<file path="config.mk">
export PLATFORM = sky130hd
export DESIGN_NAME = seq_mul_sat
export DESIGN_NICKNAME = d
export VERILOG_FILES = /design/src/rtl/fan_ctrl_pkg.sv /design/src/rtl/clk_div_tick.sv /design/src/rtl/seq_mul_sat.sv
export SDC_FILE = /design/constraint.sdc
export NUM_CORES = 1
export LEC_CHECK = 0
export BUFFER_PORTS_ARGS = -buffer_cell sky130_fd_sc_hd__buf_2
export CAP_MARGIN = 20
export CORE_UTILIZATION = 45
export CTS_CLUSTER_SIZE = 20
export DETAILED_ROUTE_END_ITERATION = 16
export SLEW_MARGIN = 15
export SYNTH_ARGS = -nofsm -noshare
export SYNTH_HDL_FRONTEND = slang
export SYNTH_SLANG_ARGS = --single-unit
</file>
<file path="constraint.sdc">
create_clock -name clk_i -period 4.44 [get_ports clk_i]
set_input_delay 0.444 -clock clk_i [delete_from_list [all_inputs] [get_ports clk_i]]
set_output_delay 0.444 -clock clk_i [all_outputs]
set_load 0.005 [all_outputs]
</file>
<file path="src/rtl/fan_ctrl_pkg.sv">
// Shared controller package: FSM state encodings and a parameter-sizing helper
// used by the multiplier, PWM and controller blocks.
package fan_ctrl_pkg;

    typedef enum logic [1:0] {
        ST_IDLE   = 2'd0,
        ST_RUN    = 2'd1,
        ST_FINISH = 2'd2
    } mul_state_e;

    // Bits needed to hold 0..v-1; never less than 1 so a counter always exists.
    function automatic int unsigned clog2_min1(input int unsigned v);
        int unsigned r;
        r = 0;
        if (v > 1) begin
            for (int unsigned i = 0; i < 32; i++) begin
                if (((v - 1) >> i) != 0) r = i + 1;
            end
        end
        return (r == 0) ? 1 : r;
    endfunction

endpackage

</file>
<file path="src/rtl/clk_div_tick.sv">
// Enable divider: while en_i is high, emits a tick every DIV clocks.
module clk_div_tick
    import fan_ctrl_pkg::*;
#(
    parameter int unsigned DIV = 1
) (
    input  logic clk_i,
    input  logic rst_i,
    input  logic clr_i,
    input  logic en_i,
    output logic tick_o
);

    localparam int unsigned CW = clog2_min1(DIV);
    localparam logic [CW-1:0] LAST = CW'(DIV - 1);

    logic [CW-1:0] cnt_q;
    logic [CW-1:0] cnt_d;

    always_comb begin
        cnt_d = cnt_q;
        if (clr_i) begin
            cnt_d = '0;
        end else if (en_i) begin
            cnt_d = (cnt_q == LAST) ? '0 : cnt_q + CW'(1);
        end
    end

    always_ff @(posedge clk_i) begin
        if (rst_i) begin
            cnt_q <= '0;
        end else begin
            cnt_q <= cnt_d;
        end
    end

    assign tick_o = en_i && (cnt_q == LAST);

endmodule

</file>
<file path="src/rtl/seq_mul_sat.sv">
// Sequential signed shift-add multiplier with fixed-point scaling and
// optional saturation of the WIDTH-bit result.
module seq_mul_sat
    import fan_ctrl_pkg::*;
#(
    parameter int unsigned WIDTH   = 8,
    parameter int unsigned FRAC    = 0,
    parameter int unsigned CLK_DIV = 1,
    parameter int unsigned SAT     = 1
) (
    input  logic             clk_i,
    input  logic             rst_i,
    input  logic             start_i,
    input  logic [WIDTH-1:0] a_i,
    input  logic [WIDTH-1:0] b_i,
    output logic             busy_o,
    output logic             done_o,
    output logic [WIDTH-1:0] p_o,
    output logic             ovf_o
);

    localparam int unsigned AW = 2 * WIDTH;
    localparam int unsigned SW = clog2_min1(WIDTH);
    localparam logic [SW-1:0] LAST_STEP = SW'(WIDTH - 1);
    localparam logic signed [AW-1:0] MAX_V = {{(WIDTH + 1){1'b0}}, {(WIDTH - 1){1'b1}}};
    localparam logic signed [AW-1:0] MIN_V = {{(WIDTH + 1){1'b1}}, {(WIDTH - 1){1'b0}}};

    mul_state_e state_q, state_d;
    logic [AW-1:0]    a_q, a_d;
    logic [WIDTH-1:0] b_q, b_d;
    logic [AW-1:0]    acc_q, acc_d;
    logic [SW-1:0]    step_q, step_d;
    logic [WIDTH-1:0] p_q, p_d;
    logic             ovf_q, ovf_d;
    logic             done_q, done_d;
    logic             busy_q, busy_d;
    logic             tick;
    logic [AW-1:0]    addend;
    logic signed [AW-1:0] scaled;
    logic             out_of_range;

    clk_div_tick #(
        .DIV (CLK_DIV)
    ) u_div (
        .clk_i  (clk_i),
        .rst_i  (rst_i),
        .clr_i  (start_i),
        .en_i   (state_q == ST_RUN),
        .tick_o (tick)
    );

    // Arithmetic shift floors the product; range check is on the full-width value.
    always_comb begin
        scaled       = $signed(acc_q) >>> FRAC;
        out_of_range = (scaled > MAX_V) || (scaled < MIN_V);
        addend       = b_q[0] ? a_q : '0;
    end

    always_comb begin
        state_d = state_q;
        a_d     = a_q;
        b_d     = b_q;
        acc_d   = acc_q;
        step_d  = step_q;
        p_d     = p_q;
        ovf_d   = ovf_q;
        done_d  = 1'b0;

        if (start_i) begin
            state_d = ST_RUN;
            a_d     = {{WIDTH{a_i[WIDTH-1]}}, a_i};
            b_d     = b_i;
            acc_d   = '0;
            step_d  = '0;
        end else begin
            case (state_q)
                ST_RUN: begin
                    if (tick) begin
                        // The sign bit of b carries negative weight.
                        acc_d  = (step_q == LAST_STEP) ? acc_q - addend : acc_q + addend;
                        a_d    = a_q << 1;
                        b_d    = b_q >> 1;
                        step_d = step_q + SW'(1);
                        if (step_q == LAST_STEP) begin
                            state_d = ST_FINISH;
                        end
                    end
                end
                ST_FINISH: begin
                    state_d = ST_IDLE;
                    done_d  = 1'b1;
                    ovf_d   = out_of_range;
                    if (out_of_range && (SAT != 0)) begin
                        p_d = scaled[AW-1] ? MIN_V[WIDTH-1:0] : MAX_V[WIDTH-1:0];
                    end else begin
                        p_d = scaled[WIDTH-1:0];
                    end
                end
                default: begin
                    state_d = ST_IDLE;
                end
            endcase
        end

        busy_d = (state_d != ST_IDLE);
    end

    always_ff @(posedge clk_i) begin
        if (rst_i) begin
            state_q <= ST_IDLE;
            a_q     <= '0;
            b_q     <= '0;
            acc_q   <= '0;
            step_q  <= '0;
            p_q     <= '0;
            ovf_q   <= 1'b0;
            done_q  <= 1'b0;
            busy_q  <= 1'b0;
        end else begin
            state_q <= state_d;
            a_q     <= a_d;
            b_q     <= b_d;
            acc_q   <= acc_d;
            step_q  <= step_d;
            p_q     <= p_d;
            ovf_q   <= ovf_d;
            done_q  <= done_d;
            busy_q  <= busy_d;
        end
    end

    assign busy_o = busy_q;
    assign done_o = done_q;
    assign p_o    = p_q;
    assign ovf_o  = ovf_q;

endmodule

</file>
# Word level (Yosys, flattened, before mapping)
# Index checks and enable logic that the tools add are counted.
# word_totals
register_bits	57
in_bits	19
output_inout_bits	11
# classes
n_addsub	4
magnitude_cmp	2
n_eq_ne	3
mux	16
bitwise	2
n_reduce_logical	9
# op_table
op	count
$mux W16	5
$mux W8	5
$add A16 B16 Y16	1
$gt A16 B8 Y1 const B	1
$lt A16 B8 Y1 const B	1
$sub A16 B16 Y16	1
$mux W2	4
$reduce_and A2 Y1	3
$reduce_bool A2 Y1	3
$add A3 B1 Y3 const B	1
$eq A3 B3 Y1 const B	1
$eq A2 B1 Y1 const B	1
$eq A2 B2 Y1 const B	1
$mux W1	2
$not A1 Y1	2
$reduce_or A2 Y1	1
$add A1 B1 Y1 const B	1
$logic_and A1 B1 Y1	1
$logic_or A1 B1 Y1	1

# Logic depth before layout (Yosys ltp)
# depth
word_depth	6
mapped_depth	17
mapped_depth_nobuf	14

# Hierarchy
# From an unflattened synthesis, not the netlist that was laid out.
# unflattened
cells_unflattened	445
hier_area_um2	3310.7
# by_module_without_submodules
module	instances	cells_per_inst	area_per_inst_um2	seq_area_each_um2
seq_mul_sat	1	444	3303.2	1121.1
clk_div_tick	1	1	7.5	0.0

# Worst setup path after synthesis
# Ideal clock, no wire load.
# synth_timing
kind	register to register
startpoint	register b_q[0]
endpoint	register acc_q[15]
setup_time_ns	0.070
t_arrival_ns	3.506
t_required_ns	4.370
path_slack_ns	0.863
path_stages_with_launch	17
n_path_buf	3
synth_period_minus_slack_ns	3.577
cell_sequence	dfxtp_1 -> clkbuf_1 -> clkbuf_1 -> buf_1 -> nand2_1 -> ha_1 -> a21boi_1 -> a21oi_1 -> xor2_1 -> ha_1 -> a21o_1 -> a211o_1 -> nor3_2 -> a21oi_1 -> xor2_1 -> or3_1 -> a21oi_1
# synth_between
elab_chain_cells	3
# synth_lines
element	line	rtl
start, declared	seq_mul_sat.sv:30	logic [WIDTH-1:0] b_q, b_d;
start signal, assigned	seq_mul_sat.sv:112	b_q <= '0;
start signal, assigned	seq_mul_sat.sv:122	b_q <= b_d;
$mux W16 *	seq_mul_sat.sv:56	addend = b_q[0] ? a_q : '0;
$add A16 B16 Y16 / $sub A16 B16 Y16 (equally long branches)	seq_mul_sat.sv:80	acc_d = (step_q == LAST_STEP) ? acc_q - addend : acc_q + addend;
$mux W16 *	seq_mul_sat.sv:80	
end signal, assigned	seq_mul_sat.sv:113	acc_q <= '0;
end signal, assigned	seq_mul_sat.sv:123	acc_q <= acc_d;
end, declared	seq_mul_sat.sv:31	logic [AW-1:0] acc_q, acc_d;
# Every way passes the cells marked *; elsewhere a longest branch is shown, timed or not.
# A chain may end at the register's enable or synchronous reset.

# Final worst setup path
# Ends and elaborated chain as after synthesis.

==> metrics.md <==
| Metric | Value |
|---|---|
| # placed instances | 547 |
| Gpl congestion | 0.903 |
| CTS Buf Count | 5 |
| YS warnings | 0 |
| Full die area | 7640 um2 |
| Pin count of the biggest net entering global routing | 34 |
| Most common cell in the synthesized netlist | nand2_1 |
| Final hold violation count | 0 |
| Register share of total power | 43.3% |
| Lkg Pwr | 1.44 nW |
| CTS tree | yes |
| IO Pins | 30 |
| Max clock buf depth | 2 |
| Largest family of logic cells by synthesized area | simple AND/OR/NAND/NOR gates |
| N_diodes | 0 |
| Root buf cell | clkbuf_8 |
| Iter 0 DRT Violations | 123 |
| Slew margin rel. | 37.3% |
| TNS Setup | 0 ns |
| NetSw | 0.000399 W |
| Layout cells sized above 1 | 10.3% |
| Synth Area in XOR/XNOR | 5.60% |
| Mapped cell area | 3280 um2 |
| Hold-fix buffers at CTS | 0 |
| HP Class | input port to flop |
| P_int | 0.000894 W |
| GRT Util Overall | 21.0% |
| First-pass GRT wire length | 12800 um |
| RSZ-0062 raised after global routing | false |
| Vias per cell | 5.37 |
| F_max | 297 MHz |
| Post-CTS setup-driven buffer insertion count | 0 |
| Register area share after synthesis | 34.2% |
| Mapped Nets | 484 |
| Row count | 30 |
| Worst Skew | 0.00884 ns |
| Clk network pwr share | 30.5% |
| Pins Over Slew Limit | 0 |
| Die width | 87.4 um |
| Switching Share | 30.9% |
| Worst-margin pin slew | 0.939 ns |
| Port Buf Inserts | 29 |
| Power density cells | 360 nW/um2 |
| Post-synthesis mux area share | 0.305% |
| Clock Sink Count | 56 |
| Critical Path RT | 4.69 ns |
| Fillcell total | 719 |
| DR vias | 2975 |
| Status | complete, no violations |
| Vias in the first global route | 2723 |
| Synthesized-area fraction occupied by adder cells | 7.47% |
| Initial core utilization | 47.5% |
| Initial antenna violation count | 0 |
| Footprint of the multi-input gates | 2030 um2 |
| DRT Wirelength | 7500 um |
| Startpoint of the worst hold path | b_i[7] |
| Final ANT Viol Nets | 0 |
| Post-synthesis register bit count | 56 |
| P&R area growth vs syn | 9.38% |
| RR Startpoint | b_q[0] |
| TritonRoute pass-1 iters | 4 |
| Critical path fanouts, max | 26 |
| Top post-synthesis cells by count | 102 x nand2_1, 70 x a21oi_1, 56 x dfxtp_1 |
| Final core occ | 52.0% |
| Critical path startpoint category | flop |
| Clock transition at path regs | 0.10 ns |
| Post-route clock period utilization | 75.9% |
| Worst-Skew Late Latency | 0.31 ns |
| Simple-Gate Fraction of Synth Area | 25.8% |
| Storage element area | 1120 um2 |
| Post-cts resize count | 0 |
| Die Y | 87.4 um |
| Hpwl dp | 5440 um |
| CORE AREA | 6910 um2 |
| Min cycle time layout | 3.37 ns |
| Synthesized area per cell | 7.36 um2 |
| Max Cap Violations | 0 |
| Synth cell types | 48 |
| Fin cells | 554 |
| Critical path arrival | 3.62 ns |
| Area share of the largest cell type after synthesis | 34.2% |
| Total chip power | 0.00129 W |
| Crit Path Category | flop to flop |
| GRT overflow | 0 |
| Post-route DRC violation count | 0 |
| Peak VDD IR | 0.000168 V |
| Synth area leaders | dfxtp_1 34%, nand2_1 12%, a21oi_1 11%, ha_1 6.9%, nor2_1 5.1% |
| Comb pwr share | 26.2% |
| CTS H-Tree Depth | 2 |
| Synth Area in Compound Gates | 22.5% |
| Top_reg_cell synth | dfxtp_1 |
| Area leader, netlist | dfxtp_1 |
| Final setup viols | 0 |
| Cells after synthesis | 446 |
| Min Hold Slack | 0.351 ns |
| Post-synth EDFFs | 0 |
| Critical Path Sink Type | flop |
| DR WL/cell | 13.5 um |
| Asr flop ratio synth | 0% |
| Beginning of the critical path | b_q[0] |
| Final net count | 496 |
-- final timing paths --
kind	to	slack [ns]	cells after the start
setup / recovery	acc_q[15]	1.07	14
setup reg to reg	acc_q[15]	1.07	14
hold reg to reg	p_o[5]	0.46	2
hold / removal	b_q[7]	0.35	3
-- metal layers --
layer,wire [um],up-vias,GRT usage (%),part of all wire [%]
met4,78,0,6.26,1.0
met5,0,-,0,0
met2,3300,44,32.6,44
met3,195,7,2.84,2.6
li1,-,1564,-,-
met1,3930,1360,30.3,52
-- cell usage in the layout, fill, tap and decap left out, types with 2 or more instances in the layout --
| cell | count |
|---|---|
| nand2_1 | 102 |
| a21oi_1 | 70 |
| dfxtp_1 | 56 |
| nor2_1 | 45 |
| buf_2 | 29 |
| ha_1 | 18 |
| xor2_1 | 13 |
| a31oi_1 | 11 |
| xnor2_1 | 8 |
| o211ai_1 | 8 |
| nor3_1 | 7 |
| o21ai_0 | 7 |
| inv_1 | 6 |
| nand2b_1 | 6 |
| nand3_1 | 6 |
| and3_1 | 5 |
| clkbuf_8 | 5 |
| o21bai_1 | 4 |
| nor4_1 | 4 |
| a21o_1 | 4 |
| a211oi_1 | 4 |
| nor2b_1 | 3 |
| buf_4 | 3 |
| nand3b_1 | 2 |
| a22oi_1 | 2 |
| a311o_1 | 2 |
| nor3b_1 | 2 |
| nand4_1 | 2 |
| o21ai_1 | 2 |
| a211o_1 | 2 |
| bufinv_16 | 2 |
-- registers in the layout, indices dropped and copies added, names as in the netlist --
name	cells
a_q	16
acc_q	16
b_q	8
busy_o	1
done_o	1
ovf_o	1
p_o	8
state_q	2
step_q	3
-- power groups by stage --
stage | registers (W) | logic [W] | clock network [W]
final | 0.000560 | 0.000339 | 0.000394
after global routing | 0.000564 | 0.000387 | 0.000419
after CTS | 0.000560 | 0.000340 | 0.000402
after detailed placement | 0.000571 | 0.000338 | 0
after global placement | 0.000571 | 0.000337 | 0
after floorplan | 0.000558 | 0.000282 | 0
-- critical path: stages, from the launching register on --
cell	delay (ns)
dfxtp_1	0.31
buf_4	0.20
nand2_1	0.10
ha_1	0.24
a21boi_1	0.32
a21oi_1	0.16
xor2_1	0.21
ha_1	0.37
a21o_1	0.19
a211o_1	0.33
nor3_2	0.16
a21oi_1	0.10
xor2_1	0.16
or3_1	0.31
a21oi_1	0.14
-- area by class of cell --
| cell class | count | area share (%) |
|---|---|---|
| clock buffer | 5 | 1.92 |
| multi-input combinational | 357 | 56.5 |
| inverter | 6 | 0.627 |
| clock inverter | 2 | 1.67 |
| tap | 96 | 3.35 |
| timing repair buffer | 32 | 4.67 |
| sequential | 56 | 31.2 |
-- through the flow --
step,cell area (um2),setup WS (ns)
after floorplan,3280,0.863
after global placement,3460,1.19
after CTS,3590,1.08
final,3590,1.07
after detailed placement,3460,1.11
after global routing,3590,0.790
-- logic make-up after synthesis --
family,after synthesis
compound gates,124
xor+xnor,21
fa+ha+maj,19
buf+inv,33
flops,56
mux,1
simple gates,192
No activity file was read; power rests on OpenSTA's default activity.
